[config.mk]
export PLATFORM = sky130hd
export DESIGN_NAME = hub75_panel_receiver
export DESIGN_NICKNAME = d
export VERILOG_FILES = /design/src/rtl/hub75_panel_receiver.sv
export SDC_FILE = /design/constraint.sdc
export NUM_CORES = 2
export LEC_CHECK = 0
export BUFFER_PORTS_ARGS = -buffer_cell sky130_fd_sc_hd__buf_4
export CAP_MARGIN = 0
export CORE_MARGIN = 3
export CORE_UTILIZATION = 55
export DETAILED_ROUTE_END_ITERATION = 7
export PLACE_DENSITY_LB_ADDON = 0.1
export SETUP_SLACK_MARGIN = 0.5
export SYNTH_ARGS = -nofsm -noshare
export SYNTH_HDL_FRONTEND = slang
export SYNTH_SLANG_ARGS = --single-unit
[constraint.sdc]
create_clock -name clk -period 55.3 [get_ports clk]
set_clock_uncertainty 0.1 [all_clocks]
set_input_delay 0 -clock clk [delete_from_list [all_inputs] [get_ports clk]]
set_output_delay 0 -clock clk [all_outputs]
set_load 0.05 [all_outputs]
[src/rtl/hub75_panel_receiver.sv]
// Panel-side HUB75 capture: synchronises the link pins, rebuilds each latched line pair and
// streams it out as (x,y,rgb) pixels, and measures how long OE stayed asserted.
module hub75_panel_receiver #(
    parameter int COLUMNS     = 64,
    parameter int ADDR_W      = 4,
    parameter int SYNC_STAGES = 2
) (
    input  logic                       clk,
    input  logic                       rst,
    input  logic                       hub_clk,
    input  logic                       hub_latch,
    input  logic                       hub_oe,
    input  logic [ADDR_W-1:0]          hub_addr,
    input  logic [2:0]                 hub_rgb0,
    input  logic [2:0]                 hub_rgb1,
    output logic                       pix_valid,
    input  logic                       pix_ready,
    output logic [$clog2(COLUMNS)-1:0] pix_x,
    output logic [ADDR_W:0]            pix_y,
    output logic [2:0]                 pix_rgb,
    output logic                       line_done,
    output logic [15:0]                oe_cycles,
    output logic                       oe_valid,
    output logic                       err_len,
    output logic                       err_overrun,
    output logic [1:0]                 dbg_state
);
    localparam int XW = $clog2(COLUMNS);
    localparam int CW = XW + 1;
    localparam int BW = 2 + ADDR_W + 6;

    typedef enum logic [1:0] {IDLE = 2'd0, TOP = 2'd1, BOT = 2'd2} state_t;

    // Data pins share the clk/latch chain depth so they arrive aligned with the edges.
    logic [BW-1:0]          bus_sync [SYNC_STAGES];
    logic [SYNC_STAGES-1:0] oe_sync;
    logic                   clk_s, latch_s, oe_s;
    logic [ADDR_W-1:0]      addr_s;
    logic [2:0]             rgb0_s, rgb1_s;
    logic                   clk_d, latch_d, oe_d;

    always_ff @(posedge clk or posedge rst) begin
        if (rst) begin
            for (int i = 0; i < SYNC_STAGES; i++) bus_sync[i] <= '0;
            oe_sync <= '1;
            clk_d   <= 1'b0;
            latch_d <= 1'b0;
            oe_d    <= 1'b1;
        end else begin
            bus_sync[0] <= {hub_clk, hub_latch, hub_addr, hub_rgb0, hub_rgb1};
            for (int i = 1; i < SYNC_STAGES; i++) bus_sync[i] <= bus_sync[i-1];
            oe_sync <= {oe_sync[SYNC_STAGES-2:0], hub_oe};
            clk_d   <= clk_s;
            latch_d <= latch_s;
            oe_d    <= oe_s;
        end
    end

    assign {clk_s, latch_s, addr_s, rgb0_s, rgb1_s} = bus_sync[SYNC_STAGES-1];
    assign oe_s = oe_sync[SYNC_STAGES-1];

    logic clk_rise, latch_rise, oe_fall, oe_rise;
    assign clk_rise   = clk_s & ~clk_d;
    assign latch_rise = latch_s & ~latch_d;
    assign oe_fall    = ~oe_s & oe_d;
    assign oe_rise    = oe_s & ~oe_d;

    state_t          state, state_nx;
    logic [2:0]      sh0 [COLUMNS];
    logic [2:0]      sh1 [COLUMNS];
    logic [2:0]      line0 [COLUMNS];
    logic [2:0]      line1 [COLUMNS];
    logic [CW-1:0]   col_cnt, col_eff;
    logic            ovf, ovf_eff, shift_wr, take_line;
    logic [ADDR_W-1:0] row;

    // col_eff/ovf_eff fold in a shift edge arriving together with the latch edge.
    assign shift_wr  = clk_rise && (col_cnt < CW'(COLUMNS));
    assign col_eff   = shift_wr ? col_cnt + CW'(1) : col_cnt;
    assign ovf_eff   = ovf | (clk_rise & ~shift_wr);
    assign take_line = latch_rise && (state == IDLE);

    always_ff @(posedge clk or posedge rst) begin
        if (rst) begin
            for (int i = 0; i < COLUMNS; i++) begin
                sh0[i]   <= '0;
                sh1[i]   <= '0;
                line0[i] <= '0;
                line1[i] <= '0;
            end
            col_cnt     <= '0;
            ovf         <= 1'b0;
            row         <= '0;
            err_len     <= 1'b0;
            err_overrun <= 1'b0;
        end else begin
            err_len     <= 1'b0;
            err_overrun <= 1'b0;
            if (take_line) begin
                for (int i = 0; i < COLUMNS; i++) begin
                    line0[i] <= (shift_wr && col_cnt[XW-1:0] == XW'(i)) ? rgb0_s : sh0[i];
                    line1[i] <= (shift_wr && col_cnt[XW-1:0] == XW'(i)) ? rgb1_s : sh1[i];
                    sh0[i]   <= '0;
                    sh1[i]   <= '0;
                end
                row     <= addr_s;
                err_len <= (col_eff != CW'(COLUMNS)) || ovf_eff;
                col_cnt <= '0;
                ovf     <= 1'b0;
            end else begin
                // A latch refused mid-drain leaves the partial shift intact for the next latch.
                if (shift_wr) begin
                    sh0[col_cnt[XW-1:0]] <= rgb0_s;
                    sh1[col_cnt[XW-1:0]] <= rgb1_s;
                end
                col_cnt     <= col_eff;
                ovf         <= ovf_eff;
                err_overrun <= latch_rise;
            end
        end
    end

    // pix_valid/pix_ready: a pixel transfers on any cycle where both are high; while
    // pix_valid && !pix_ready the current x/y/rgb are held unchanged.
    logic [XW-1:0] x_cnt, x_nx;
    logic          done_nx, accept, draining;

    always_ff @(posedge clk or posedge rst) begin
        if (rst) begin
            state     <= IDLE;
            x_cnt     <= '0;
            line_done <= 1'b0;
        end else begin
            state     <= state_nx;
            x_cnt     <= x_nx;
            line_done <= done_nx;
        end
    end

    always_comb begin
        state_nx  = state;
        x_nx      = x_cnt;
        done_nx   = 1'b0;
        draining  = (state == TOP) || (state == BOT);
        accept    = draining && pix_ready;
        pix_valid = draining;
        pix_x     = x_cnt;
        pix_y     = '0;
        pix_rgb   = '0;
        case (state)
            IDLE: begin
                if (take_line) begin
                    state_nx = TOP;
                    x_nx     = '0;
                end
            end
            TOP: begin
                pix_y   = {1'b0, row};
                pix_rgb = line0[x_cnt];
                if (accept) begin
                    if (x_cnt == XW'(COLUMNS - 1)) begin
                        x_nx     = '0;
                        state_nx = BOT;
                    end else begin
                        x_nx = x_cnt + XW'(1);
                    end
                end
            end
            BOT: begin
                pix_y   = {1'b1, row};
                pix_rgb = line1[x_cnt];
                if (accept) begin
                    if (x_cnt == XW'(COLUMNS - 1)) begin
                        x_nx     = '0;
                        state_nx = IDLE;
                        done_nx  = 1'b1;
                    end else begin
                        x_nx = x_cnt + XW'(1);
                    end
                end
            end
            default: state_nx = IDLE;
        endcase
    end

    assign dbg_state = state;

    // The falling-edge cycle is itself the first low cycle, hence the load of 1.
    logic [15:0] oe_cnt;
    always_ff @(posedge clk or posedge rst) begin
        if (rst) begin
            oe_cnt    <= '0;
            oe_cycles <= '0;
            oe_valid  <= 1'b0;
        end else begin
            oe_valid <= 1'b0;
            if (oe_fall)
                oe_cnt <= 16'd1;
            else if (!oe_s && oe_cnt != 16'hFFFF)
                oe_cnt <= oe_cnt + 16'd1;
            if (oe_rise) begin
                oe_cycles <= oe_cnt;
                oe_valid  <= 1'b1;
            end
        end
    end
endmodule

==> results.toml <==
[outcome]
run_status = "finished, final reports clean"

[drt]
wire_per_inst_um = 22.5
drt_iter0_drc = 2810
drc = 0
ant_nets = 0
wl_mm = 111
vias = 29300
viasPerCell = 5.97
dr.pass1.iters = 7

[place]
numPortBuffers = 52
dp_hpwl_mm = 67.3
pre_cts_ws_ps = 51600
dp_cells = 4720
gp_congestion = 0.872

[worst_setup_path]
crit_arrival_ps = 4280
critPathMaxStageDelay_ps = 770
crit_type = "reg -> out"
crit_fanout = 39
worstSetupEndpointType = "primary output"
path_cells = "buf_4 > mux4_2 > a22o_1 > o21ai_0 > a211o_1 > o31ai_1 > buf_4"
crit_slowest_cell = "dfrtp_4"
crit_path_start_kind = "flop"
cp_top_family = "compound AO/OA/AOI/OAI gates"
r2r_start = "col_cnt[6]"
required_ps = 55200
path_common_cell = "buf_4"
startpoint = "pix_x[0]"
crit_buf_inv = 2

[die]
coreArea_um2 = 72300
dieHeight_um = 278
io_pins = 53
initial_core_util = 0.561
die_area_um2 = 77100
fp-row-count = 98
dieWidth_um = 278

[grt]
gr-total-overflow = 0
antenna_found_initial = 0
grt_max_degree = 293
grtUsageTotal = 0.288
grt_pass1_vias = 28600
grt_pass1_wl_mm = 173

[synthesis]
ys_warn_count = 0
synth-async-reset-ratio = 1.00
syn_area_per_cell_um2 = 10.1
syn_nets = 4033
synth_area_leaders = "dfrtp_1 (52%), mux2i_1 (14%), nand2_1 (6.9%)"
syn-instance-count = 4006
netlist_area_um2 = 40600
synth_largest_area_cell = "dfrtp_1"
ys_ff_latch = 853
ys_seq_area_frac = 0.526
synth_flop_cell = "dfrtp_1"
synth-edff-count = 0
yosysUniqueCellTypes = 62
synth_top_area_frac = 0.524

[sta]
tns_ps = 0
hold_viol = 0
finalMaxSlewViolations = 0
rsz0062_at_grt = "no"
finalSetupViolations = 0
min_period_ps = 4380
fmax_ghz = 0.229
fin_ws_ps = 50920
maxSlewHeadroom = 0.126
worst_slew_pin_slew_ps = 1310
fin_crit_sh = 0.0791

[power]
p_leak_nw = 19.1
peakVddDrop_uv = 25.0
power_density_nw_per_um2 = 36.7
finalPower_mw = 1.64

[clocking]
clk_pin_slew_ps = 60
cts-root-buf = "clkbuf_16"
clock_latency_ps = 640
cts_tree = "built"
cts_made_buffers = 90
htree_levels = 3
clockBufferDepth = 3
cts.sinks = 853

[layout]
final_util = 0.618
final_common_cell = "dfrtp_1"
antennaDiodeCount = 0
fin_cells = 4914
drive_above_1_share = 0.110
area_growth_pct = 10.2
nNetsFinal = 3917
final_cell_mix = "dfrtp_1 (841), nand2_1 (746), mux2i_1 (564)"

[run]
maxCapViolations = 0

[min_path]
hold_path_class = "in -> async"
-- worst paths after layout --
check	to	slack (ps)	depth (start not counted)
worst max register to register	line0[37]	51870	6
worst max-delay path	pix_rgb[0]	50920	7
min in group clk	addr_s[2]	240	0
worst min-delay path	line0[57]	90	3
max in group asynchronous	bus_sync[1]	52020	6
worst min register to register	addr_s[2]	240	0
-- synthesized netlist by cell type (all sizes together) (12+ instances only) --
| master | count |
|---|---|
| nor2 | 228 |
| nand2 | 746 |
| mux2i | 564 |
| nand3 | 282 |
| nand2b | 12 |
| o21ai | 401 |
| nor3 | 20 |
| buf | 79 |
| dfrtp | 850 |
| a21oi | 289 |
| mux4 | 78 |
| nand4 | 12 |
| mux2 | 20 |
| a22oi | 18 |
| nor2b | 17 |
| clkbuf | 263 |
| inv | 16 |
-- metal layers --
layer  track usage  wire [µm]  up-vias
li1              -          -    13600
met1         0.417      49600    14700
met2         0.433      49500      850
met3        0.0667       8390      175
met4        0.0914       3150        0
met5             0          0        -
-- worst min-delay path: cells and delay by family --
kind,cells,cell delay (ps)
buffers and inverters,3,1400
-- area by class of cell --
class                   count  area, µm²
fillers                  6083      27600
inverters                  16       67.6
clock inverters            30        425
flip-flops and latches    853      21400
clock buffers             136       2700
multi-input cells        2795      17800
well taps                 950       1190
repair buffers            134       1130
-- flip-flops by register name, summed over array words and instances (netlist names) --
signal	cells
line0	192
line1	192
sh0	192
sh1	192
bus_sync	20
oe_cnt	16
oe_cycles	16
col_cnt	7
pix_x	6
addr_s	4
row	4
dbg_state	2
oe_sync	2
clk_d	1
err_len	1
err_overrun	1
latch_d	1
line_done	1
oe_d	1
oe_valid	1
ovf	1
-- report_power, final --
part	internal, mW	switching [mW]
clock network	0.380	0.258
registers	0.657	0.0375
logic	0.0896	0.221
total	1.13	0.516
-- metrics by stage --
stage               hold slack, ps  area [µm²]
floorplan                    -95.5       40600
global placement              8.93       41300
detailed placement            10.5       41300
CTS                            117       44700
global route                   166       44700
finish                        90.0       44700
-- timing repair --
item	in CTS	in global routing
resized for setup	0	0
endpoints found under the hold margin	158	0
hold buffers	28	0
buffers inserted	0	0
-- cell families (layout without fill, tap and decap cells) --
group,Yosys count,after routing,synth area share
muxes,662,662,0.188
DFF,853,853,0.526
AOI/OAI and AO/OA,752,752,0.0970
xor gates and xnor gates,16,16,0.00345
and+or+nand+nor,1354,1354,0.146
buffers and inverters,358,316,0.0357
adders and majority gates,11,11,0.00339
Power figures use the tool's default switching activity.
